## src/rtl/bp_be_scoreboard_counting.sv

```systemverilog
// bp_be_scoreboard_counting
//   Counting register scoreboard. Each architectural register keeps the number
//   of writes still in flight, so several long-latency writebacks to the same
//   destination can be outstanding while sources and destinations are still
//   hazard-checked.
//
//   Ports
//     clk_i, reset_n_i       clock, asynchronous active-low reset
//     score_v_i/score_rd_i   up to num_score_p allocations per cycle
//     clear_v_i/clear_rd_i   up to num_clear_p writeback clears per cycle
//     flush_i                zero every counter next cycle
//     rs_i / rs_match_o      source lookups (pending write exists)
//     rd_i / rd_match_o      destination lookup (pending write exists)
//     rd_full_o              destination already has max_pending_p writes
//     busy_o                 any counter nonzero
//     err_o                  sticky saturation/underflow flag
//
//   Lookups are purely combinational from the registered counters; a score or
//   clear becomes visible one cycle after it is sampled.

// Per-register counter. Sums the matching score/clear ports, applies the net
// delta and clamps to [0, max_pending_p], raising err_o when it had to clamp.
module bp_be_scoreboard_entry
  #(parameter int entry_p          = 1
   ,parameter int reg_addr_width_p = 5
   ,parameter int num_score_p      = 1
   ,parameter int num_clear_p      = 2
   ,parameter int max_pending_p    = 3
   ,parameter int cnt_w_p          = 2
   )
   (input  logic                                         clk_i
   ,input  logic                                         reset_n_i
   ,input  logic [num_score_p-1:0]                       score_v_i
   ,input  logic [num_score_p-1:0][reg_addr_width_p-1:0] score_rd_i
   ,input  logic [num_clear_p-1:0]                       clear_v_i
   ,input  logic [num_clear_p-1:0][reg_addr_width_p-1:0] clear_rd_i
   ,input  logic                                         flush_i
   ,output logic [cnt_w_p-1:0]                           cnt_o
   ,output logic                                         err_o
   );

   // Sum width covers every port hitting this entry at once; the next-value
   // word adds a sign bit on top of counter + sum so no intermediate wraps.
   localparam int sum_w = $clog2(num_score_p + num_clear_p + 1);
   localparam int nw    = cnt_w_p + sum_w + 1;

   logic [sum_w-1:0]         inc, dec;
   logic signed [nw-1:0]     n;
   logic                     ovf, unf;
   logic [cnt_w_p-1:0]       cnt_n;

   always_comb begin
      inc = '0;
      dec = '0;
      for (int i = 0; i < num_score_p; i++)
         if (score_v_i[i] && (score_rd_i[i] == reg_addr_width_p'(entry_p)))
            inc = inc + sum_w'(1);
      for (int i = 0; i < num_clear_p; i++)
         if (clear_v_i[i] && (clear_rd_i[i] == reg_addr_width_p'(entry_p)))
            dec = dec + sum_w'(1);
   end

   always_comb begin
      n     = $signed(nw'(cnt_o)) + $signed(nw'(inc)) - $signed(nw'(dec));
      unf   = n[nw-1];
      ovf   = !n[nw-1] && (n[nw-2:0] > (nw-1)'(max_pending_p));
      cnt_n = unf ? '0
            : ovf ? cnt_w_p'(max_pending_p)
            : n[cnt_w_p-1:0];
      // A flush discards this cycle's traffic, so nothing it carried can err.
      err_o = !flush_i && (ovf || unf);
   end

   always_ff @(posedge clk_i or negedge reset_n_i)
      if (!reset_n_i)   cnt_o <= '0;
      else if (flush_i) cnt_o <= '0;
      else              cnt_o <= cnt_n;

endmodule

module bp_be_scoreboard_counting
  #(parameter int bp_params_p   = 0   // 0 = e_bp_default_cfg
   ,parameter int num_rs_p      = 2
   ,parameter int num_score_p   = 1
   ,parameter int num_clear_p   = 2
   ,parameter int max_pending_p = 3
   ,parameter int zero_reg_p    = 1
   // Every supported configuration uses a 32-entry integer register file.
   ,localparam int reg_addr_width_gp = (bp_params_p == 0) ? 5 : 5
   ,localparam int cnt_w             = $clog2(max_pending_p + 1)
   )
   (input  logic                                          clk_i
   ,input  logic                                          reset_n_i
   ,input  logic [num_score_p-1:0]                        score_v_i
   ,input  logic [num_score_p-1:0][reg_addr_width_gp-1:0] score_rd_i
   ,input  logic [num_clear_p-1:0]                        clear_v_i
   ,input  logic [num_clear_p-1:0][reg_addr_width_gp-1:0] clear_rd_i
   ,input  logic                                          flush_i
   ,input  logic [num_rs_p-1:0][reg_addr_width_gp-1:0]    rs_i
   ,input  logic [reg_addr_width_gp-1:0]                  rd_i
   ,output logic [num_rs_p-1:0]                           rs_match_o
   ,output logic                                          rd_match_o
   ,output logic                                          rd_full_o
   ,output logic                                          busy_o
   ,output logic                                          err_o
   );

   localparam int num_regs = 1 << reg_addr_width_gp;

   logic [num_regs-1:0][cnt_w-1:0] cnt;
   logic [num_regs-1:0]            nz;
   logic [num_regs-1:0]            err_set;
   logic                           err_r;

   for (genvar e = 0; e < num_regs; e++) begin : g_ent
      if (e == 0 && zero_reg_p != 0) begin : g_zero
         // Hardwired zero register: never pending, never flags.
         assign cnt[e]     = '0;
         assign err_set[e] = 1'b0;
      end else begin : g_cnt
         bp_be_scoreboard_entry
           #(.entry_p          (e)
            ,.reg_addr_width_p (reg_addr_width_gp)
            ,.num_score_p      (num_score_p)
            ,.num_clear_p      (num_clear_p)
            ,.max_pending_p    (max_pending_p)
            ,.cnt_w_p          (cnt_w)
            )
          u_ent
           (.clk_i      (clk_i)
           ,.reset_n_i  (reset_n_i)
           ,.score_v_i  (score_v_i)
           ,.score_rd_i (score_rd_i)
           ,.clear_v_i  (clear_v_i)
           ,.clear_rd_i (clear_rd_i)
           ,.flush_i    (flush_i)
           ,.cnt_o      (cnt[e])
           ,.err_o      (err_set[e])
           );
      end
      assign nz[e] = |cnt[e];
   end

   // Sticky: only reset clears it; flush leaves it alone.
   always_ff @(posedge clk_i or negedge reset_n_i)
      if (!reset_n_i) err_r <= 1'b0;
      else            err_r <= err_r | (|err_set);

   always_comb begin
      rs_match_o = '0;
      for (int i = 0; i < num_rs_p; i++)
         rs_match_o[i] = nz[rs_i[i]];
   end

   assign rd_match_o = nz[rd_i];
   assign rd_full_o  = (cnt[rd_i] == cnt_w'(max_pending_p));
   assign busy_o     = |nz;
   assign err_o      = err_r;

endmodule

```

## config.mk

```make
export PLATFORM = sky130hd
export DESIGN_NAME = bp_be_scoreboard_counting
export DESIGN_NICKNAME = d
export VERILOG_FILES = /design/src/rtl/bp_be_scoreboard_counting.sv
export SDC_FILE = /design/constraint.sdc
export NUM_CORES = 1
export LEC_CHECK = 0
export BUFFER_PORTS_ARGS = -buffer_cell sky130_fd_sc_hd__buf_2
export CELL_PAD_IN_SITES_DETAIL_PLACEMENT = 0
export CELL_PAD_IN_SITES_GLOBAL_PLACEMENT = 1
export CORE_ASPECT_RATIO = 0.6
export CORE_MARGIN = 1.5
export CORE_UTILIZATION = 24
export CTS_CLUSTER_SIZE = 12
export DETAILED_ROUTE_END_ITERATION = 10
export HOLD_SLACK_MARGIN = 0.12
export PLACE_DENSITY = 0.42
export SYNTH_ARGS = -nofsm -noshare
export SYNTH_HDL_FRONTEND = slang
export SYNTH_SLANG_ARGS = --single-unit
```

## constraint.sdc

```tcl
create_clock -name clk_i -period 7.3 [get_ports clk_i]
set_input_delay 1.095 -clock clk_i [delete_from_list [all_inputs] [get_ports clk_i]]
set_output_delay 1.095 -clock clk_i [all_outputs]
set_load 0.02 [all_outputs]
```

==> results.yml, run 1 <==
power:
  powerDensity_mw_per_mm2: 202
  sequentialPowerShare_pct: 28.0
  p_int_mw: 1.07
  leakage_nw: 4.10
  p_comb_share_pct: 46.3
  p_switching_mw: 0.828
  p_sw_share_pct: 43.7
  ir_drop_mv: 0.131
  clkPwrFrac_pct: 25.7
  power_mw: 1.89
synthesis:
  avgSynthCellArea_um2: 9.25
  synth_edf_count: 0
  async_flop_share_pct: 100
  yosysWarnings: 0
  ys_ff_latch: 63
  synth.distinct_cells: 34
  ys_seq_area_share_pct: 18.8
  synth-main-ff-cell: "dfrtp_1"
  syn-num-nets: 1158
  yosys.area.top_type: "ha_1"
  yosysTopAreaCellShare_pct: 23.2
  synth.top_cells.by_area: "ha_1 23%, dfrtp_1 19%, fa_1 15%"
  synthCells: 905
  syn_area_mm2: 0.00838
worst_setup_path:
  reg2regPathDepth: 10
  crit_required_ns: 6.20
  critical_path_buf_inv_count: 2
  cpMostUsedCell: "buf_2"
  crit_family: "buffers and inverters"
  startpoint_type: "input pin"
  crit_arrival_ns: 3.24
  cp.depth: 6
  max_stage_delay_ns: 0.60
  worstPathMaxFanout: 29
  path_cells: "buf_2, o21ai_1, mux4_2, a221oi_1, nor3_1, buf_2"
  slowest_stage: "buf_2"
  end_kind: "output port"
  path_class: "input pin to output port"
routing:
  ant_nets: 0
  wire_per_inst_um: 22.9
  wirelength_mm: 31.9
  drt_iter0_drc: 486
  vias: 6553
  drt_first_pass_iters: 5
  viasPerCell: 4.70
  drc: 0
clock_network:
  cts_num_sinks: 63
  root_buffer: "clkbuf_16"
  cts_setup_buffers: 0
  cts_tree: "done"
  cts_max_level: 3
  clkTransAtPathRegs_ns: 0.07
  cts_hold_buf: 0
  cts_resized: 0
  clockBufferDepth: 2
  clk_latency_ns: 0.37
  cts_made_buffers: 9
sta:
  period_minus_slack_ns: 4.34
  final_hold_viol_count: 0
  setup_ws_ns: 2.96
  clock.fmax_mhz: 230
  slew_violations: 0
  setup_violations: 0
  max_slew_margin_pct: 41.4
  clock_skew_ns: 0.0120
  post-route-period-util_pct: 59.4
  tightest_slew_ns: 0.879
  rsz0062_at_grt: "no"
  setup_tns_ns: 0
die:
  coreArea_mm2: 0.0340
  ios: 42
  rows: 52
  die_x_um: 244
  dieArea_mm2: 0.0361
  die_height_um: 148
  start_util_pct: 24.6
placed_design:
  port_buffers: 41
  pre_cts_ws_ns: 2.69
  place.gp.congestion: 0.873
  placed_cells: 1379
  dp.final_hpwl_mm: 26.6
layout:
  drive_above_1_share_pct: 9.40
  fin_nets: 1184
  syn_to_final_growth_pct: 11.6
  final_cells: 1395
  antenna_cells: 0
grt:
  first_global_vias: 6697
  grt_max_degree: 64
  track_usage_pct: 18.8
  antenna_found_initial: 1
  grt_pass1_wl_mm: 47.5
  grt.overflow.total: 0
run:
  maxCapViolCount: 0
hold_path:
  min_path_cells: 2
  hp-class: "register to register"
run_status:
  status: "finished, final reports clean"
[per-layer routing]
layer | global-route usage, % | part of all wire, %
met1 | 30.0 | 56
met2 | 24.6 | 38
met3 | 5.28 | 6.2
met4 | 2.75 | 0.62
met5 | 0 | 0.041
[worst paths after layout]
kind,end,slack [ns],start
worst min register to register,err_o$_DFF_PN0_,0.65,err_o$_DFF_PN0_
worst max-delay path,rd_full_o,2.96,rd_i[0]
min in group asynchronous,g_ent[12].g_cnt.u_ent.cnt_o[1]$_DFF_PN0_,0.66,reset_n_i
worst max register to register,err_o$_DFF_PN0_,4.24,g_ent[24].g_cnt.u_ent.cnt_o[0]$_DFF_PN0_
max in group asynchronous,g_ent[18].g_cnt.u_ent.cnt_o[1]$_DFF_PN0_,5.67,reset_n_i
worst min-delay path,err_o$_DFF_PN0_,0.65,err_o$_DFF_PN0_
[area by class of cell]
| class | instances | area (µm²) |
|---|---|---|
| Clock buffer | 13 | 270 |
| Multi-Input combinational cell | 658 | 6070 |
| Clock inverter | 3 | 40.0 |
| Timing Repair Buffer | 45 | 238 |
| Inverter | 154 | 578 |
| Fill cell | 3601 | 24700 |
| Tap cell | 459 | 574 |
| Sequential cell | 63 | 1580 |
[power by group through the flow]
stage | Combinational [mW] | Sequential, mW | Clock, mW
after global placement | 0.886 | 0.536 | 0
after floorplan | 0.581 | 0.497 | 0
after global routing | 0.990 | 0.544 | 0.510
after CTS | 0.876 | 0.529 | 0.500
after detailed placement | 0.872 | 0.536 | 0
final | 0.876 | 0.529 | 0.487
[cells in the mapped netlist (all sizes together) (12+ instances only)]
cell and count:
ha 155, inv 154, nor2 130, a211oi 64, dfrtp 63, fa 62
nand2 32, and2 30, o31ai 30, nand3 28, mux4 25, clkbuf 19
nand4 17, o21ai 13, mux2i 12
[cells by family after synthesis]
kind of cell / share of synthesized area (%)
adder cells (fa/ha/maj): 38.0
AND/OR/NAND/NOR: 15.6
AO/OA/AOI/OAI: 10.7
multiplexers: 8.20
flip-flops: 18.8
buffers and inverters: 8.66
[per-stage QoR]
stage               util [%]  cell area [µm²]  hold slack (ns)
floorplan                  -             8380            0.656
global placement        26.6             9040            0.698
detailed placement      26.6             9040            0.651
CTS                     27.5             9350            0.665
global route            27.5             9350            0.672
finish                  27.5             9350            0.650
[worst min-delay path, delay by kind of cell (launching register included)]
family / cells / cell delay (ns)
AND/OR/NAND/NOR: 1 / 0.13
AO/OA/AOI/OAI: 1 / 0.05
flip-flops: 1 / 0.44
[sequential cells by signal, indices dropped and copies added, names as in the netlist]
signal and cells:
err_o 1, g_ent.g_cnt.u_ent.cnt_o 62
[layout by cell type (no fill, tap or decap)]
cell,netlist,final
clkinv_2,0,2
buf_4,0,5
nand3_1,28,28
or2_2,3,3
inv_1,154,154
nor2_1,130,130
buf_2,9,40
a211oi_1,64,64
o21ai_2,1,1
nor3b_1,5,5
a22oi_1,2,2
nand2b_1,6,6
mux2i_1,12,12
nor2b_1,10,10
clkbuf_8,0,3
bufinv_16,0,1
fa_1,62,62
o21ai_0,9,9
clkbuf_16,0,9
o21a_1,1,1
o21ai_1,3,3
nor3_1,5,5
mux4_1,1,1
clkbuf_1,19,1
mux4_2,24,24
ha_1,155,155
nand4_1,17,17
and4_1,2,2
a31oi_1,1,1
and2_1,30,30
nand2_1,32,32
nor4_1,11,11
a21oi_1,8,8
dfrtp_1,63,63
o31ai_1,30,30
a221oi_1,2,2
a211o_1,4,4
No activity file was read; power rests on OpenSTA's default activity.
==> run 2, diff against run 1 <==
--- a/config.mk
+++ b/config.mk
@@ -14,7 +14,7 @@
 export CTS_CLUSTER_SIZE = 12
 export DETAILED_ROUTE_END_ITERATION = 10
 export HOLD_SLACK_MARGIN = 0.12
-export PLACE_DENSITY = 0.42
+export PLACE_DENSITY = 0.43
 export SYNTH_ARGS = -nofsm -noshare
 export SYNTH_HDL_FRONTEND = slang
 export SYNTH_SLANG_ARGS = --single-unit
==> constraint.sdc (replaced) <==
create_clock -name clk_i -period 3.6 [get_ports clk_i]
set_input_delay 0.54 -clock clk_i [delete_from_list [all_inputs] [get_ports clk_i]]
set_output_delay 0.54 -clock clk_i [all_outputs]
set_load 0.02 [all_outputs]
==> run 2 against run 1 <==
Net effect:
- clock skew down 0.0025 ns
- highest routed layer is now met4
- combinational power grew 110%
- global-route usage rose by 0.25 points
- sequential power grew 110%
- largest cell class unchanged
- register-to-register slack got worse by 3.6 ns
- worst hold slack worse by 0.42 ns
- critical endpoint is now err_o$_DFF_PN0_
- critical path type is now input pin to register
- utilization up 2.9 points
- via count grew 6.9%
- sequential share of layout area down 1.6 points
==> results.yml, run 2 (synthesized netlist as in run 1, its figures left out) <==
run_status:
  status: "finished, final reports clean"
sta:
  hold_ws_ns: 0.234
  clock_skew_ns: 0.00958
  max_slew_margin_pct: 47.2
  post-route-period-util_pct: 93.6
  slew_violations: 0
  tightest_slew_ns: 0.789
  clock.fmax_mhz: 297
  period_minus_slack_ns: 3.37
  setup_violations: 0
  final_hold_viol_count: 0
die:
  coreArea_mm2: 0.0340
  rows: 52
  die_x_um: 244
  ios: 42
  dieArea_mm2: 0.0361
  start_util_pct: 24.6
  die_height_um: 148
placed_design:
  dp.final_hpwl_mm: 28.3
  placedInstanceArea_mm2: 0.0100
  port_buffers: 41
  place.gp.congestion: 0.871
layout:
  layout_commonest_cell: "ha_1"
  drive_above_1_share_pct: 20.6
  final_cell_mix: "155 x ha_1, 154 x inv_1, 131 x buf_4"
  fin_nets: 1312
  fin_area_mm2: 0.0103
  fin_util_pct: 30.4
  syn_to_final_growth_pct: 23.6
  fillers: 3558
  antenna_cells: 0
  largest_reg_flops: 62
  largest_register: "g_ent.g_cnt.u_ent.cnt_o"
clock_network:
  cts_resized: 0
  cts_hold_buf: 0
  cts_num_sinks: 63
  cts_made_buffers: 9
  cts_setup_buffers: 0
  root_buffer: "clkbuf_16"
  cts_tree: "done"
  clk_latency_ns: 0.36
  clkTransAtPathRegs_ns: 0.06
  clockBufferDepth: 2
  cts_max_level: 3
routing:
  vias: 7003
  wire_per_inst_um: 21.4
  drt_iter0_drc: 598
  drc: 0
  wirelength_mm: 32.6
  drt_first_pass_iters: 5
  ant_nets: 0
  viasPerCell: 4.60
grt:
  track_usage_pct: 19.0
  grt.overflow.total: 0
  grt_max_degree: 48
  antenna_found_initial: 0
  first_global_vias: 7281
  grt_pass1_wl_mm: 48.7
worst_setup_path:
  max_stage_delay_ns: 0.41
  path_class: "input pin to register"
  cpMostUsedCell: "ha_1"
  startpoint_type: "input pin"
  crit_required_ns: 3.84
  path_cells: "buf_2, nor2b_1, buf_4, nand2_1, buf_4, nor2_1, ha_1, ha_1, fa_1, ha_1, nor4_2, and4_1, nand4_1, nor4_1, a31oi_1"
  end_kind: "register"
  crit_family: "simple AND/OR/NAND/NOR gates"
  crit_arrival_ns: 3.61
  worstPathMaxFanout: 3
  slowest_stage: "fa_1"
  critical_path_buf_inv_count: 3
power:
  p_switching_mw: 1.68
  sequentialPowerShare_pct: 28.0
  p_comb_share_pct: 48.1
  ir_drop_mv: 0.210
  powerDensity_mw_per_mm2: 376
  p_sw_share_pct: 43.0
  p_int_mw: 2.22
  leakage_nw: 4.73
  clkPwrFrac_pct: 23.9
hold_path:
  hp-class: "input pin to asynchronous set/reset pin"
run:
  maxCapViolCount: 0
==> run 2: changes by cell type in the layout (fill, tap and decap cells not counted) <==
cell,delta
nor4_4,+1
inv_6,+1
nor4_2,+1
nor2_2,+1
buf_4,+126
clkbuf_8,-2
nor4_1,-2
clkinvlp_4,+1
buf_12,+2
nor2_1,-1
==> run 2: stage by stage <==
stage | setup TNS [ns] | cells | worst slack, ns | total power [mW]
after global routing | -0.00391 | 1523 | -0.00391 | 4.23
after detailed placement | -0.330 | 1507 | -0.330 | 2.96
final | 0 | 1523 | 0.231 | 3.90
after global placement | -0.393 | 1507 | -0.393 | 3.00
after CTS | 0 | 1523 | 0.0307 | 3.92
after floorplan | 0 | 905 | 0.569 | 2.19
==> run 2: area by class of cell <==
type                            count  area (µm²)  area share (%)
Tap cell                          459         574            5.55
Multi-Input combinational cell    658        6100            58.9
Timing Repair Buffer              173        1220            11.8
Inverter                          154         578            5.59
Clock buffer                       11         243            2.35
Sequential cell                    63        1580            15.2
Clock inverter                      5        56.3           0.544
==> run 2: power groups by stage <==
stage               sequential [mW]  clock, mW  combinational (mW)
floorplan                      1.01          0                1.18
global route                   1.12      0.990                2.12
global placement               1.10          0                1.90
finish                         1.09      0.932                1.87
CTS                            1.09      0.964                1.87
detailed placement             1.10          0                1.86
==> run 2: worst paths after layout <==
check	start	to	slack, ns	depth (start not counted)
worst max-delay path	clear_rd_i[4]	err_o$_DFF_PN0_	0.23	15
worst min-delay path	reset_n_i	g_ent[14].g_cnt.u_ent.cnt_o[1]$_DFF_PN0_	0.23	1
worst max register to register	g_ent[17].g_cnt.u_ent.cnt_o[0]$_DFF_PN0_	err_o$_DFF_PN0_	0.61	11
worst min register to register	err_o$_DFF_PN0_	err_o$_DFF_PN0_	0.66	2
max in group asynchronous	reset_n_i	g_ent[18].g_cnt.u_ent.cnt_o[1]$_DFF_PN0_	2.60	2
min in group clk_i	err_o$_DFF_PN0_	err_o$_DFF_PN0_	0.66	2
==> run 2: layer usage <==
metal  track usage, %  vias to the layer above  wire [µm]
li1                 -                     3438          -
met1             30.4                     3394      18200
met2             24.5                      148      12000
met3             5.32                       23       1950
met4             3.58                        0        419
met5                0                        -          0
